### src/rtl/pcileech_ft601_responder_if.sv
// FT601 pad bundle plus the host-side word streams of the FT601 responder.
// Streams use valid/ready: a word moves on a rising clk edge where both
// valid and ready are high; valid must not depend on ready.
interface pcileech_ft601_responder_if;
  logic        ft601_rst_n;
  logic [31:0] ft601_data_i;
  logic [31:0] ft601_data_o;
  logic        ft601_data_oe;
  logic [3:0]  ft601_be_i;
  logic        ft601_rxf_n;
  logic        ft601_txe_n;
  logic        ft601_wr_n;
  logic        ft601_rd_n;
  logic        ft601_oe_n;
  logic [31:0] host_rx_data;
  logic        host_rx_valid;
  logic        host_rx_ready;
  logic [31:0] host_tx_data;
  logic [3:0]  host_tx_be;
  logic        host_tx_valid;
  logic        host_tx_ready;
  logic        stat_clr;
  logic        stat_ovf;
  logic        stat_udf;
  logic        stat_conflict;

  // Responder side (the modelled chip).
  modport slave (
    input  ft601_rst_n, ft601_data_i, ft601_be_i, ft601_wr_n, ft601_rd_n, ft601_oe_n,
    input  host_rx_data, host_rx_valid, host_tx_ready, stat_clr,
    output ft601_data_o, ft601_data_oe, ft601_rxf_n, ft601_txe_n,
    output host_rx_ready, host_tx_data, host_tx_be, host_tx_valid,
    output stat_ovf, stat_udf, stat_conflict
  );

  // FPGA pads plus host agent driving the responder.
  modport master (
    output ft601_rst_n, ft601_data_i, ft601_be_i, ft601_wr_n, ft601_rd_n, ft601_oe_n,
    output host_rx_data, host_rx_valid, host_tx_ready, stat_clr,
    input  ft601_data_o, ft601_data_oe, ft601_rxf_n, ft601_txe_n,
    input  host_rx_ready, host_tx_data, host_tx_be, host_tx_valid,
    input  stat_ovf, stat_udf, stat_conflict
  );
endinterface

### src/rtl/pcileech_ft601_responder.sv
// Device-side FT601 245-synchronous FIFO model: host words are served to the
// FPGA as read data, FPGA writes are captured and returned to the host.
module pcileech_ft601_responder #(
  parameter int RX_DEPTH_LOG2 = 4,
  parameter int TX_DEPTH_LOG2 = 4
) (
  input logic                  clk,
  input logic                  rst_n,
  pcileech_ft601_responder_if.slave bus
);
  localparam int RX_DEPTH = 1 << RX_DEPTH_LOG2;
  localparam int TX_DEPTH = 1 << TX_DEPTH_LOG2;
  localparam logic [RX_DEPTH_LOG2:0]   RX_FULL    = RX_DEPTH[RX_DEPTH_LOG2:0];
  localparam logic [TX_DEPTH_LOG2:0]   TX_FULL    = TX_DEPTH[TX_DEPTH_LOG2:0];
  localparam logic [RX_DEPTH_LOG2:0]   RX_CNT_ONE = 1;
  localparam logic [TX_DEPTH_LOG2:0]   TX_CNT_ONE = 1;
  localparam logic [RX_DEPTH_LOG2-1:0] RX_PTR_ONE = 1;
  localparam logic [TX_DEPTH_LOG2-1:0] TX_PTR_ONE = 1;

  logic [31:0]              rx_mem [RX_DEPTH];
  logic [35:0]              tx_mem [TX_DEPTH];
  logic [RX_DEPTH_LOG2-1:0] rx_wr_ptr, rx_rd_ptr;
  logic [TX_DEPTH_LOG2-1:0] tx_wr_ptr, tx_rd_ptr;
  logic [RX_DEPTH_LOG2:0]   rx_count, rx_count_next;
  logic [TX_DEPTH_LOG2:0]   tx_count, tx_count_next;
  logic alive_q, rxf_n_q, txe_n_q;
  logic ovf_q, udf_q, conflict_q;
  logic rd_req, wr_req, chip_run;
  logic rx_empty, rx_full, tx_empty, tx_full;
  logic rx_push, rx_pop, tx_push, tx_pop;
  logic udf_evt, ovf_evt, conflict_evt;

  // Request decode, FIFO handshakes and protocol-violation detection.
  always_comb begin
    chip_run     = bus.ft601_rst_n;
    rd_req       = ~bus.ft601_rd_n & ~bus.ft601_oe_n;
    wr_req       = ~bus.ft601_wr_n;
    rx_empty     = (rx_count == '0);
    rx_full      = (rx_count == RX_FULL);
    tx_empty     = (tx_count == '0);
    tx_full      = (tx_count == TX_FULL);
    rx_push      = bus.host_rx_valid & alive_q & chip_run & ~rx_full;
    rx_pop       = rd_req & ~rx_empty & chip_run;
    // A write with OE low collides with the chip driving the bus: dropped.
    tx_push      = wr_req & bus.ft601_oe_n & ~tx_full & chip_run;
    tx_pop       = ~tx_empty & bus.host_tx_ready & chip_run;
    udf_evt      = rd_req & rx_empty & chip_run;
    ovf_evt      = wr_req & tx_full & chip_run;
    conflict_evt = wr_req & ~bus.ft601_oe_n & chip_run;
  end

  // Next-state occupancy; the chip reset flushes both FIFOs.
  always_comb begin
    rx_count_next = rx_count;
    tx_count_next = tx_count;
    if (!chip_run) begin
      rx_count_next = '0;
      tx_count_next = '0;
    end else begin
      if (rx_push && !rx_pop) rx_count_next = rx_count + RX_CNT_ONE;
      else if (rx_pop && !rx_push) rx_count_next = rx_count - RX_CNT_ONE;
      if (tx_push && !tx_pop) tx_count_next = tx_count + TX_CNT_ONE;
      else if (tx_pop && !tx_push) tx_count_next = tx_count - TX_CNT_ONE;
    end
  end

  // Pointers, counts, registered bus flags and sticky status.
  always_ff @(posedge clk or negedge rst_n) begin
    if (!rst_n) begin
      rx_wr_ptr  <= '0;
      rx_rd_ptr  <= '0;
      tx_wr_ptr  <= '0;
      tx_rd_ptr  <= '0;
      rx_count   <= '0;
      tx_count   <= '0;
      alive_q    <= 1'b0;
      rxf_n_q    <= 1'b1;
      txe_n_q    <= 1'b1;
      ovf_q      <= 1'b0;
      udf_q      <= 1'b0;
      conflict_q <= 1'b0;
    end else begin
      alive_q  <= 1'b1;
      rx_count <= rx_count_next;
      tx_count <= tx_count_next;
      rxf_n_q  <= (rx_count_next == '0) | ~chip_run;
      txe_n_q  <= (tx_count_next == TX_FULL) | ~chip_run;
      if (!chip_run) begin
        rx_wr_ptr <= '0;
        rx_rd_ptr <= '0;
        tx_wr_ptr <= '0;
        tx_rd_ptr <= '0;
      end else begin
        if (rx_push) rx_wr_ptr <= rx_wr_ptr + RX_PTR_ONE;
        if (rx_pop)  rx_rd_ptr <= rx_rd_ptr + RX_PTR_ONE;
        if (tx_push) tx_wr_ptr <= tx_wr_ptr + TX_PTR_ONE;
        if (tx_pop)  tx_rd_ptr <= tx_rd_ptr + TX_PTR_ONE;
      end
      // A violation in the same cycle as a clear leaves the flag set.
      ovf_q      <= (ovf_q & ~bus.stat_clr) | ovf_evt;
      udf_q      <= (udf_q & ~bus.stat_clr) | udf_evt;
      conflict_q <= (conflict_q & ~bus.stat_clr) | conflict_evt;
    end
  end

  // FIFO storage; contents need no reset because outputs are gated by count.
  always_ff @(posedge clk) begin
    if (rx_push) rx_mem[rx_wr_ptr] <= bus.host_rx_data;
    if (tx_push) tx_mem[tx_wr_ptr] <= {bus.ft601_be_i, bus.ft601_data_i};
  end

  assign bus.ft601_data_o  = rx_empty ? 32'h0 : rx_mem[rx_rd_ptr];
  assign bus.ft601_data_oe = ~bus.ft601_oe_n & rst_n;
  assign bus.ft601_rxf_n   = rxf_n_q;
  assign bus.ft601_txe_n   = txe_n_q;
  assign bus.host_rx_ready = alive_q & chip_run & ~rx_full;
  assign bus.host_tx_valid = ~tx_empty;
  assign bus.host_tx_data  = tx_empty ? 32'h0 : tx_mem[tx_rd_ptr][31:0];
  assign bus.host_tx_be    = tx_empty ? 4'h0 : tx_mem[tx_rd_ptr][35:32];
  assign bus.stat_ovf      = ovf_q;
  assign bus.stat_udf      = udf_q;
  assign bus.stat_conflict = conflict_q;
endmodule
### src/flat_wrapper.sv
// flat-port wrapper written by rule: the top's interface ports become plain ports
module pcileech_ft601_responder_flat 
#(
  parameter int RX_DEPTH_LOG2 = 4,
  parameter int TX_DEPTH_LOG2 = 4
)
  (clk, rst_n, bus_ft601_rst_n, bus_ft601_data_i, bus_ft601_be_i, bus_ft601_wr_n, bus_ft601_rd_n, bus_ft601_oe_n, bus_host_rx_data, bus_host_rx_valid, bus_host_tx_ready, bus_stat_clr, bus_ft601_data_o, bus_ft601_data_oe, bus_ft601_rxf_n, bus_ft601_txe_n, bus_host_rx_ready, bus_host_tx_data, bus_host_tx_be, bus_host_tx_valid, bus_stat_ovf, bus_stat_udf, bus_stat_conflict);
  pcileech_ft601_responder_if bus_i ();
  input logic clk;
  input logic rst_n;
  input wire logic [$bits(bus_i.ft601_rst_n)-1:0] bus_ft601_rst_n;
  input wire logic [$bits(bus_i.ft601_data_i)-1:0] bus_ft601_data_i;
  input wire logic [$bits(bus_i.ft601_be_i)-1:0] bus_ft601_be_i;
  input wire logic [$bits(bus_i.ft601_wr_n)-1:0] bus_ft601_wr_n;
  input wire logic [$bits(bus_i.ft601_rd_n)-1:0] bus_ft601_rd_n;
  input wire logic [$bits(bus_i.ft601_oe_n)-1:0] bus_ft601_oe_n;
  input wire logic [$bits(bus_i.host_rx_data)-1:0] bus_host_rx_data;
  input wire logic [$bits(bus_i.host_rx_valid)-1:0] bus_host_rx_valid;
  input wire logic [$bits(bus_i.host_tx_ready)-1:0] bus_host_tx_ready;
  input wire logic [$bits(bus_i.stat_clr)-1:0] bus_stat_clr;
  output wire logic [$bits(bus_i.ft601_data_o)-1:0] bus_ft601_data_o;
  output wire logic [$bits(bus_i.ft601_data_oe)-1:0] bus_ft601_data_oe;
  output wire logic [$bits(bus_i.ft601_rxf_n)-1:0] bus_ft601_rxf_n;
  output wire logic [$bits(bus_i.ft601_txe_n)-1:0] bus_ft601_txe_n;
  output wire logic [$bits(bus_i.host_rx_ready)-1:0] bus_host_rx_ready;
  output wire logic [$bits(bus_i.host_tx_data)-1:0] bus_host_tx_data;
  output wire logic [$bits(bus_i.host_tx_be)-1:0] bus_host_tx_be;
  output wire logic [$bits(bus_i.host_tx_valid)-1:0] bus_host_tx_valid;
  output wire logic [$bits(bus_i.stat_ovf)-1:0] bus_stat_ovf;
  output wire logic [$bits(bus_i.stat_udf)-1:0] bus_stat_udf;
  output wire logic [$bits(bus_i.stat_conflict)-1:0] bus_stat_conflict;
  assign bus_i.ft601_rst_n = bus_ft601_rst_n;
  assign bus_i.ft601_data_i = bus_ft601_data_i;
  assign bus_i.ft601_be_i = bus_ft601_be_i;
  assign bus_i.ft601_wr_n = bus_ft601_wr_n;
  assign bus_i.ft601_rd_n = bus_ft601_rd_n;
  assign bus_i.ft601_oe_n = bus_ft601_oe_n;
  assign bus_i.host_rx_data = bus_host_rx_data;
  assign bus_i.host_rx_valid = bus_host_rx_valid;
  assign bus_i.host_tx_ready = bus_host_tx_ready;
  assign bus_i.stat_clr = bus_stat_clr;
  assign bus_ft601_data_o = bus_i.ft601_data_o;
  assign bus_ft601_data_oe = bus_i.ft601_data_oe;
  assign bus_ft601_rxf_n = bus_i.ft601_rxf_n;
  assign bus_ft601_txe_n = bus_i.ft601_txe_n;
  assign bus_host_rx_ready = bus_i.host_rx_ready;
  assign bus_host_tx_data = bus_i.host_tx_data;
  assign bus_host_tx_be = bus_i.host_tx_be;
  assign bus_host_tx_valid = bus_i.host_tx_valid;
  assign bus_stat_ovf = bus_i.stat_ovf;
  assign bus_stat_udf = bus_i.stat_udf;
  assign bus_stat_conflict = bus_i.stat_conflict;
  pcileech_ft601_responder #(.RX_DEPTH_LOG2(RX_DEPTH_LOG2), .TX_DEPTH_LOG2(TX_DEPTH_LOG2)) u_core (.clk(clk), .rst_n(rst_n), .bus(bus_i));
endmodule
### config.mk
export PLATFORM = sky130hd
export DESIGN_NAME = pcileech_ft601_responder_flat
export DESIGN_NICKNAME = d
export VERILOG_FILES = /design/src/rtl/pcileech_ft601_responder_if.sv /design/src/rtl/pcileech_ft601_responder.sv /design/src/flat_wrapper.sv
export SDC_FILE = /design/constraint.sdc
export NUM_CORES = 1
export LEC_CHECK = 0
export CAP_MARGIN = 30
export CORE_ASPECT_RATIO = 0.8
export CORE_MARGIN = 10
export CORE_UTILIZATION = 65
export DETAILED_ROUTE_END_ITERATION = 8
export GPL_TIMING_DRIVEN = 0
export PLACE_DENSITY = 0.84
export SETUP_SLACK_MARGIN = 0.2
export SLEW_MARGIN = 20
export SYNTH_ARGS = -nofsm -noshare
export SYNTH_HDL_FRONTEND = slang
export SYNTH_SLANG_ARGS = --single-unit
### constraint.sdc
create_clock -name clk -period 10.1 [get_ports clk]
set_input_delay 2.02 -clock clk [delete_from_list [all_inputs] [get_ports clk]]
set_output_delay 2.02 -clock clk [all_outputs]
set_load 0.1 [all_outputs]
==> key figures <==
Run status
  • Status: finished, final reports clean

Power and ir drop
  • Clock power share: 0.305
  • Leakage Power: between 15 and 20 nW
  • Combinational Power Share: 0.270
  • Sequential share of power: 0.425
  • Sw Share: 0.334
  • Power per Cell Area: 238 nW/µm²
  • Total Power: 0.0121 W
  • Worst VDD drop: 0.210 mV
  • Int Power: 0.00808 W
  • Net Sw Power: roughly 0.004 W

Synth
  • Post-Synth Adder-Cell Area: 0.00400
  • Ranking of synthesized cells by area: edfxtp_1 75%, mux4_2 7.0%, mux2i_1 6.3%
  • Dominant synthesized flop cell: edfxtp_1
  • Async S/R FF share, synth: 0.0286
  • Post-synth top cells: 1088 x edfxtp_1, 275 x mux2i_1, 136 x mux4_2, 79 x clkbuf_1, 70 x a211oi_1
  • Syn Inst Count: 2232
  • Total nets after synthesis: 2323
  • Largest family of logic cells by synthesized area: multiplexers
  • #FFs+latches synth: between 1000 and 1500
  • Most frequent cell after synthesis: edfxtp_1
  • Post-synthesis xor/xnor area fraction: 0.00340
  • Netlist cell types: 57
  • Post-synth top area cell: edfxtp_1
  • Simple-gate portion of the synthesized area: 0.0162
  • Yosys warns: 0
  • Area fraction in compound gates after synthesis: 0.0624
  • Register area share after synthesis: 0.765
  • Post-synth EDFFs: about 1100
  • Synth top area share: 0.747
  • Avg Cell Area, Syn: 19.6 µm²
  • Post-synthesis mux area share: 0.133
  • Syn Std Cell Area: about 44000 µm²

Worst hold path
  • WHS Path Cells: 2
  • Hold path startpoint: u_core.bus.stat_ovf
  • Hold Path Sink: u_core.bus.stat_ovf
  • Worst hold path type: flop to flop

Global route
  • Tot GR Track Use: 0.286
  • Vias in the first global route: 25700
  • GRT Residual Overflow: 0
  • Pin count of the biggest net entering global routing: 25
  • Initial antenna violation count: 13
  • First-pass GRT wire length: between 150000 and 200000 µm

CTS
  • # resized after CTS: 0
  • Clk Latency, worst-skew pair: around 0.68 ns
  • Postcts setup bufs: 0
  • Clk sink count: 1120
  • CTS Buffer Depth: 3
  • Hold_buf cts: 0
  • Clock root cell: clkbuf_16
  • H-tree depth: 3
  • Cts bufs inserted: between 100 and 150
  • CTS tree: done
  • Clock slew seen by the registers of the worst setup and hold paths: roughly 0.06 ns

Critical path
  • Slowest CP cell: clkdlybuf4s50_1
  • Setup crit end kind: output pin
  • Worst-path fanout max: 10
  • Reg2Reg Setup Slack: 6.32 ns
  • Startpoint types: flop
  • Worst EP required: between 8 and 9 ns
  • WP buf/inv: 4
  • R2R cell count: 10
  • Max incr delay on CP: 1.29 ns
  • Crit path kind: flop to output pin
  • CP Cell Sequence: clkbuf_1, buf_1, clkbuf_1, mux4_2, o32ai_1, a211oi_1, clkdlybuf4s50_1
  • Most used cell, CP: clkbuf_1
  • Arr. time, crit path: 5.29 ns
  • Critical R2R Capture: u_core.rx_mem[2][10]
  • RR Startpoint: u_core.rx_count[0]
  • Cell family with most CP delay: buffers and inverters

Timing
  • Final Setup Violations: 0
  • Worst Clk Skew: 0.0222 ns
  • Slew Limit Fails: 0
  • Slew of the pin with the lowest slew margin: 1.03 ns
  • Period utilization: 0.724
  • RSZ-0062 raised after global routing: false
  • Minimum clock period: roughly 7.3 ns
  • FMAX: 137 MHz
  • Slew headroom: 0.314
  • Final hold viol count: 0

Cells and area
  • Layout Area Growth over Synthesis: 16.3%
  • Layout cell share with drive strength beyond 1: 0.171
  • # fillers: 3258
  • Post-layout util: 0.769
  • Final nets: about 2700

Place
  • GPL Wtd Cong: 0.857
  • PortBufs: 152
  • Dpl hpwl: 73100 µm

Route
  • DR vias: approximately 25000
  • 1st-pass router iterations: 6
  • Final ANT Viol Nets: 0
  • Iteration-0 DRC count of the detailed router: 4034
  • Wire per inst: between 30 and 40 µm
  • Via-to-Cell Ratio: 7.23
  • Drt total wl: between 100000 and 150000 µm
  • DRC viols: 0

Floorplanning
  • Die ar.: ~80000 µm²
  • Core area: about 66000 µm²
  • Chip height: 252 µm
  • Initial Utilization: 0.661
  • I/O Pins: 153
  • Row count: 84
  • Die width: a little over 300 µm

Job
  • # Max-Cap Violations: 0
-- per-stage QoR --
stage / TNS [ns] / instance area (µm²) / cells / worst slack (ns) / hold WS [ns]
floorplan: 0 / 43700 / 2232 / 4.03 / 0.579
global placement: -34.75 / 46300 / 3244 / -0.292 / 0.482
detailed placement: 0 / 47700 / 3326 / 3.65 / 0.501
CTS: 0 / 50900 / 3511 / 2.85 / 0.523
finish: 0 / 50900 / 3519 / 2.79 / 0.520
global route: 0 / 50900 / 3518 / 2.80 / 0.533
-- state kept, by name (all words and copies together), names as in the netlist --
register / cells
u_core.tx_wr_ptr: 4
u_core.tx_count: 5
u_core.rx_wr_ptr: 4
u_core.rx_rd_ptr: 4
u_core.tx_mem: 576
u_core.bus.stat_udf: 1
u_core.bus.stat_ovf: 1
u_core.tx_rd_ptr: 4
u_core.rx_mem: 512
u_core.bus.ft601_rxf_n: 1
u_core.bus.ft601_txe_n: 1
u_core.alive_q: 1
u_core.rx_count: 5
u_core.bus.stat_conflict: 1
-- tightest hold or removal path: stages, from the launching register on --
cell and delay, ns:
dfrtp_1 0.36, nand2b_1 0.07, o41ai_1 0.06
-- power by group through the flow --
| stage | clock (W) | sequential (W) | combinational (W) |
|---|---|---|---|
| floorplan | 0 | 0.00527 | 0.00229 |
| global placement | 0 | 0.00525 | 0.00311 |
| detailed placement | 0 | 0.00525 | 0.00320 |
| CTS | 0.00370 | 0.00515 | 0.00324 |
| global route | 0.00388 | 0.00516 | 0.00336 |
| finish | 0.00370 | 0.00515 | 0.00327 |
-- cells by family after synthesis --
kind of cell / Yosys count
adder cells (fa/ha/maj): 14
AO/OA/AOI/OAI: 373
other: 1
multiplexers: 411
flip-flops: 1120
AND/OR/NAND/NOR: 136
XOR/XNOR: 17
buffers and inverters: 160
-- layout make-up --
class | count | area [µm²] | share of cell area
plain buffers | 140 | 613 | 0.0120
repair buffers | 236 | 2720 | 0.0534
multi-input cells | 952 | 9760 | 0.192
flip-flops and latches | 1120 | 33500 | 0.658
well taps | 860 | 1080 | 0.0211
clock inverters | 62 | 505 | 0.00993
clock buffers | 123 | 2650 | 0.0521
diodes | 6 | 15.0 | 0.000295
inverters | 20 | 75.1 | 0.00148
-- worst max path at each step --
stage | cells past startpoint | start | end
final | 7 | u_core.rx_rd_ptr[1] | bus_ft601_data_o[2]
after global routing | 7 | u_core.rx_rd_ptr[1] | bus_ft601_data_o[2]
after CTS | 7 | u_core.rx_rd_ptr[1] | bus_ft601_data_o[2]
after detailed placement | 7 | u_core.rx_rd_ptr[1] | bus_ft601_data_o[2]
after global placement | 5 | bus_host_rx_valid | u_core.rx_mem[1][11]
after floorplan | 4 | bus_host_rx_valid | u_core.rx_mem[0][0]
-- metal layers --
layer	up-vias	GRT usage	share of wire
li1	10100	-	-
met1	12800	0.399	0.36
met4	12	0.110	0.037
met5	-	0	0.00083
met3	373	0.0760	0.14
met2	2243	0.434	0.46
-- layout by cell type (no fill, tap or decap), drive strengths merged, types with 6 or more instances in the layout --
cell type and instances:
edfxtp 1088, mux2i 275, clkbuf 203, clkdlybuf4s50 151
buf 145, mux4 136, o21ai 73, o22ai 72
a211oi 70, o32ai 69, o221ai 68, clkinv 49
nor2 40, dfrtp 30, nand2 26, inv 23
nand3 15, ha 14, and2 13, xor2 11
nor3 9, a21oi 8, nand2b 8, nor4 7
diode 6, xnor2 6, bufinv 6
(Power assumes the default switching activity.)
